==> src/rtl/regfile_wb.sv <==
// Register-file write-port arbiter: single-cycle ALU results take priority over
// queued load results, with write-after-write kill and a starvation guard.
module regfile_wb #(
    parameter int DEPTH        = 2,
    parameter int STARVE_LIMIT = 4
) (
    input  logic        clk,
    input  logic        rst_n,
    input  logic        alu_valid,
    input  logic [4:0]  alu_rd,
    input  logic [31:0] alu_data,
    output logic        alu_stall,
    input  logic        lsu_valid,
    output logic        lsu_ready,
    input  logic [4:0]  lsu_rd,
    input  logic [31:0] lsu_data,
    output logic [4:0]  rd_id,
    output logic [31:0] rd_data,
    output logic [31:0] pend_mask
);
    localparam int PTR_W = $clog2(DEPTH);
    localparam int CNT_W = $clog2(DEPTH + 1);
    localparam int STV_W = $clog2(STARVE_LIMIT + 1);

    logic [4:0]       slot_rd_reg [DEPTH];
    logic [31:0]      slot_data_mem [DEPTH];
    logic [DEPTH-1:0] valid_reg, valid_next;
    logic [DEPTH-1:0] kill_reg, kill_next;
    logic [PTR_W-1:0] wr_ptr_reg, rd_ptr_reg;
    logic [CNT_W-1:0] count_reg, count_next;
    logic [STV_W-1:0] starve_reg, starve_next;
    logic             alu_stall_reg;
    logic [4:0]       rd_id_reg;
    logic [31:0]      rd_data_reg;

    logic fifo_empty, push, pop, alu_win, push_kill;

    assign fifo_empty = (count_reg == '0);
    assign lsu_ready  = rst_n && (count_reg < CNT_W'(DEPTH));
    assign push       = lsu_valid && lsu_ready && (lsu_rd != 5'd0);
    assign alu_win    = !alu_stall_reg && alu_valid && (alu_rd != 5'd0);
    assign pop        = !alu_win && !fifo_empty;
    // A same-cycle ALU result is younger than the load being pushed.
    assign push_kill  = alu_win && (lsu_rd == alu_rd);

    assign alu_stall = alu_stall_reg;
    assign rd_id     = rd_id_reg;
    assign rd_data   = rd_data_reg;

    genvar gi;
    generate
        for (gi = 0; gi < DEPTH; gi++) begin : g_slot
            logic slot_push, slot_pop, slot_hit;
            assign slot_push      = push && (wr_ptr_reg == PTR_W'(gi));
            assign slot_pop       = pop && (rd_ptr_reg == PTR_W'(gi));
            assign slot_hit       = alu_win && (slot_rd_reg[gi] == alu_rd);
            assign valid_next[gi] = slot_push | (valid_reg[gi] & ~slot_pop);
            assign kill_next[gi]  = slot_push ? push_kill : (kill_reg[gi] | slot_hit);
        end
    endgenerate

    always_comb begin
        count_next = count_reg;
        case ({push, pop})
            2'b10:   count_next = count_reg + CNT_W'(1);
            2'b01:   count_next = count_reg - CNT_W'(1);
            default: count_next = count_reg;
        endcase
    end

    always_comb begin
        starve_next = starve_reg;
        if (fifo_empty || pop)
            starve_next = '0;
        else if (starve_reg < STV_W'(STARVE_LIMIT))
            starve_next = starve_reg + STV_W'(1);
    end

    always_comb begin
        pend_mask = '0;
        for (int i = 0; i < DEPTH; i++) begin
            if (valid_reg[i] && !kill_reg[i])
                pend_mask[slot_rd_reg[i]] = 1'b1;
        end
        if (rd_id_reg != 5'd0)
            pend_mask[rd_id_reg] = 1'b1;
        pend_mask[0] = 1'b0;
    end

    // Payload storage has no reset so it maps onto plain RAM.
    always_ff @(posedge clk) begin
        if (push)
            slot_data_mem[wr_ptr_reg] <= lsu_data;
    end

    always_ff @(posedge clk or negedge rst_n) begin
        if (!rst_n) begin
            valid_reg     <= '0;
            kill_reg      <= '0;
            wr_ptr_reg    <= '0;
            rd_ptr_reg    <= '0;
            count_reg     <= '0;
            starve_reg    <= '0;
            alu_stall_reg <= 1'b0;
            rd_id_reg     <= 5'd0;
            rd_data_reg   <= 32'd0;
            for (int i = 0; i < DEPTH; i++)
                slot_rd_reg[i] <= 5'd0;
        end else begin
            valid_reg     <= valid_next;
            kill_reg      <= kill_next;
            count_reg     <= count_next;
            starve_reg    <= starve_next;
            alu_stall_reg <= (starve_next == STV_W'(STARVE_LIMIT));
            if (push) begin
                slot_rd_reg[wr_ptr_reg] <= lsu_rd;
                wr_ptr_reg              <= wr_ptr_reg + PTR_W'(1);
            end
            if (pop)
                rd_ptr_reg <= rd_ptr_reg + PTR_W'(1);
            if (alu_win) begin
                rd_id_reg   <= alu_rd;
                rd_data_reg <= alu_data;
            end else if (pop) begin
                rd_id_reg   <= kill_reg[rd_ptr_reg] ? 5'd0 : slot_rd_reg[rd_ptr_reg];
                rd_data_reg <= slot_data_mem[rd_ptr_reg];
            end else begin
                rd_id_reg <= 5'd0;
            end
        end
    end
endmodule

==> config.mk <==
export PLATFORM = sky130hd
export DESIGN_NAME = regfile_wb
export DESIGN_NICKNAME = d
export VERILOG_FILES = /design/src/rtl/regfile_wb.sv
export SDC_FILE = /design/constraint.sdc
export NUM_CORES = 1
export LEC_CHECK = 0
export ABC_CLOCK_PERIOD_IN_PS = 3000
export CORE_AREA = 2 2 112 114
export CTS_CLUSTER_DIAMETER = 200
export DETAILED_ROUTE_END_ITERATION = 10
export DIE_AREA = 0 0 114 116
export PLACE_DENSITY = 0.8
export SYNTH_ARGS = -nofsm -noshare
export SYNTH_HDL_FRONTEND = slang
export SYNTH_SLANG_ARGS = --single-unit
==> constraint.sdc <==
create_clock -name clk -period 3 [get_ports clk]
set_input_delay 0.75 -clock clk [delete_from_list [all_inputs] [get_ports clk]]
set_output_delay 0.75 -clock clk [all_outputs]
set_load 0.1 [all_outputs]
==> summary.md <==
| Metric | Value |
|---|---|
| Critical Path RT | 2.25 ns |
| Via count | 4833 |
| Yosys cell types | 43 |
| H-tree Lvls | 4 |
| Sequential group share of total power | 0.295 |
| Combinational power share | 0.483 |
| Synth Area in Adders | 0.004229 |
| Simple-gate share of the synthesized area | 0.1601 |
| Clock tree buffer depth | 2 |
| Setup Skew | 0.005635 ns |
| Placed cells | 825 |
| Final Cycle Share | 0.9118 |
| Hold crit path type | reg2reg |
| Clock Sinks | 123 |
| Arrival time at the worst endpoint | 1.99 ns |
| Global-route wire length before repair | 25170 um |
| Fin cells | 857 |
| Area Growth Syn to Fin | 40.94% |
| # hold bufs at CTS | 0 |
| WS Path Type | reg2out |
| Layout cell share with drive strength beyond 1 | 0.2056 |
| Slew Viols, Final | 0 |
| Post-CTS sizing | 0 |
| Final #Nets | 777 |
| Initial Utilization | 0.4967 |
| Port buffer count | 147 |
| Post-DP HPWL | 10790 um |
| Post-DRT Antenna Nets | 0 |
| Slew of the pin with the lowest slew margin | 0.9289 ns |
| Worst-path clk slew | 0.05 ns |
| Iter 0 DRT Violations | 408 |
| DRC | 0 |
| Fin crit period | 2.735 ns |
| Post-Synthesis Cell Area | 5917 um^2 |
| Post-CTS repair timing setup buffer count | 0 |
| CTS tree | done |
| Hold Vio Cnt, Final | 0 |
| TritonCTS buffer count | 17 |
| Max-cap violations | 0 |
| Mean Syn Cell Area | 10.76 um^2 |
| Post-Synth XOR/XNOR Area | 0.03087 |
| Synthesized Nets | 630 |
| Largest family of logic cells by synthesized area | simple AND/OR/NAND/NOR gates |
| CP Launch Type | register |
| Part of the power in the clock network | 0.222 |
| Antenna diode count | 0 |
| Width of the die | 114 um |
| Sequential share of the synthesized area | 0.5743 |
| Number of global-route vias before repair | 5116 |
| Initial antenna violation count | 0 |
| Largest net degree at the start of global routing | 71 |
| RSZ-0062 raised after global routing | no |
| All-Layer GR Usage | 0.2452 |
| Outcome | completed |
| Root buffer cell | clkbuf_16 |
| Complex-gate fraction of the synthesized area | 0.1169 |
| VDD IR-drop max | 0.0007375 V |
| Num rows | 40 |
| Full die area | 13220 um^2 |
| Slew HR | 0.3807 |
| Setup ws final | 0.2647 ns |
| GP Congestion | 0.8803 |
| Latest clock arrival within the worst-skew pair | 0.41 ns |
| Crit-path max FO | 10 |
| Pre-CTS setup slack | 0.09229 ns |
| Kind of end point of the critical path | primary output |
| Final setup fails | 0 |
| Pleak | 3.527 nW |
| FMAX | 0.3656 GHz |
| Die Y | 116 um |
| DR WL/cell | 17.95 um |
| Drt via density | 5.639 |
| Psw | 4.285 mW |
| Total grt overflow | 0 |
| Placeable Area | 11910 um^2 |
| I/O Pins | 149 |
| Mapped Cells | 550 |
| Pwr dens | 1097 nW/um^2 |
| Yosys warnings | 0 |
| Net Sw Frac | 0.4686 |
| Sum Neg Setup Slack | 0 ns |
| Pint | 4.860 mW |
| Drt pass-1 iters | 5 |
| Max reg flops | 64 |
| #FFs+latches synth | 123 |
| Detailed Route WL | 15380 um |
| Post-synthesis mux area share | 0.08141 |
power by group through the flow:
stage	Clock [mW]	Sequential (mW)	Combinational (mW)
after floorplan	0	3.59	2.23
after global placement	0	2.68	4.31
after CTS	2.05	2.69	4.43
final	2.03	2.70	4.42
after global routing	2.12	2.76	4.65
after detailed placement	0	2.71	4.40
Yosys cell counts (all sizes together):
| master | instances | share of area |
|---|---|---|
| o31ai | 1 | 0.0013 |
| o21ai | 39 | 0.036 |
| nor2 | 47 | 0.030 |
| ha | 2 | 0.0042 |
| or4 | 2 | 0.0025 |
| nor4b | 2 | 0.0030 |
| or2 | 2 | 0.0021 |
| xnor2 | 9 | 0.015 |
| inv | 3 | 0.0027 |
| nor3 | 6 | 0.0051 |
| o21a | 1 | 0.0013 |
| edfxtp | 64 | 0.32 |
| clkbuf | 28 | 0.018 |
| nor3b | 15 | 0.019 |
| buf | 11 | 0.011 |
| a21oi | 37 | 0.031 |
| o211ai | 1 | 0.0036 |
| and3 | 3 | 0.0032 |
| nand2b | 1 | 0.0023 |
| and2 | 1 | 0.0011 |
| nand2 | 109 | 0.069 |
| mux2 | 10 | 0.022 |
| nor4bb | 4 | 0.0068 |
| mux2i | 35 | 0.059 |
| a22oi | 31 | 0.039 |
| a31oi | 1 | 0.0011 |
| conb | 1 | 0.00063 |
| dfrtp | 59 | 0.25 |
| xor2 | 11 | 0.016 |
| nor2b | 5 | 0.0053 |
| and3b | 4 | 0.0059 |
| nand4 | 1 | 0.0011 |
| and4b | 2 | 0.0034 |
| a41oi | 2 | 0.0030 |
worst max-delay path: stages (launching register included):
cell	delay (ns)
dfrtp_1	0.49
and4b_1	0.54
a22oi_1	0.16
nand2_1	0.10
buf_4	0.29
metrics by stage:
stage          hold slack [ns]  area (um^2)  power [mW]    util
2_1_floorplan           0.4467         5929       5.824       -
3_3_place_gp            0.4745         7745       6.991  0.6502
3_5_place_dp            0.4739         7745       7.103  0.6502
4_1_cts                 0.4845         8339       9.168  0.7001
5_1_grt                 0.5130         8339       9.531  0.7001
6_report                0.4898         8339       9.144  0.7001
routing by layer:
metal | wire (um) | GRT usage | share of wire | up-vias
met1 | 6035 | 0.2884 | 0.39 | 2322
met4 | 250 | 0.09837 | 0.016 | 0
met3 | 1204 | 0.06119 | 0.078 | 29
met2 | 7888 | 0.4329 | 0.51 | 238
met5 | 0 | 0 | 0 | -
li1 | - | - | - | 2244
final timing paths:
| path | slack, ns | start | depth (start not counted) | to |
|---|---|---|---|---|
| max | 0.26 | kill_reg[0] | 4 | pend_mask[3] |
| min | 0.49 | wr_ptr_reg | 2 | wr_ptr_reg |
| max reg2reg | 0.99 | rd_ptr_reg | 5 | rd_data[29] |
| min reg2reg | 0.49 | wr_ptr_reg | 2 | wr_ptr_reg |
| max in group asynchronous | 1.91 | rst_n | 2 | rd_ptr_reg |
| min in group asynchronous | 0.53 | rst_n | 2 | alu_stall |
logic make-up (layout without fill, tap and decap cells):
kind of cell    after synthesis  in the layout
compound gates              113            113
xor+xnor                     20             20
fa+ha+maj                     2              2
buf+inv                      42            202
flops                       123            123
mux                          45             45
other cells                   1              1
simple gates                204            204
cell type report:
type	count	area, um^2
Sequential cell	123	3400
Fill cell	846	3572
Inverter	3	16.27
Timing Repair Buffer	167	1792
Clock buffer	20	446.7
Tap cell	147	183.9
Clock inverter	12	147.6
Multi-Input combinational cell	385	2354
placed cells by master, fill, tap and decap left out, drive strengths merged, types with 2 or more instances in the layout:
cell type | Yosys | routed
and3b | 4 | 4
a41oi | 2 | 2
nor2 | 47 | 47
and3 | 3 | 3
or4 | 2 | 2
bufinv | 0 | 3
buf | 11 | 91
nor3 | 6 | 6
a21oi | 37 | 37
o21ai | 39 | 39
nor4bb | 4 | 4
nand2 | 109 | 109
dfrtp | 59 | 59
xor2 | 11 | 11
ha | 2 | 2
clkinvlp | 0 | 2
edfxtp | 64 | 64
xnor2 | 9 | 9
clkbuf | 28 | 20
clkdlybuf4s50 | 0 | 76
a22oi | 31 | 31
nor4b | 2 | 2
inv | 3 | 3
nor3b | 15 | 15
and4b | 2 | 2
nor2b | 5 | 5
mux2i | 35 | 35
clkinv | 0 | 7
or2 | 2 | 2
mux2 | 10 | 10
Power figures use the tool's default switching activity.
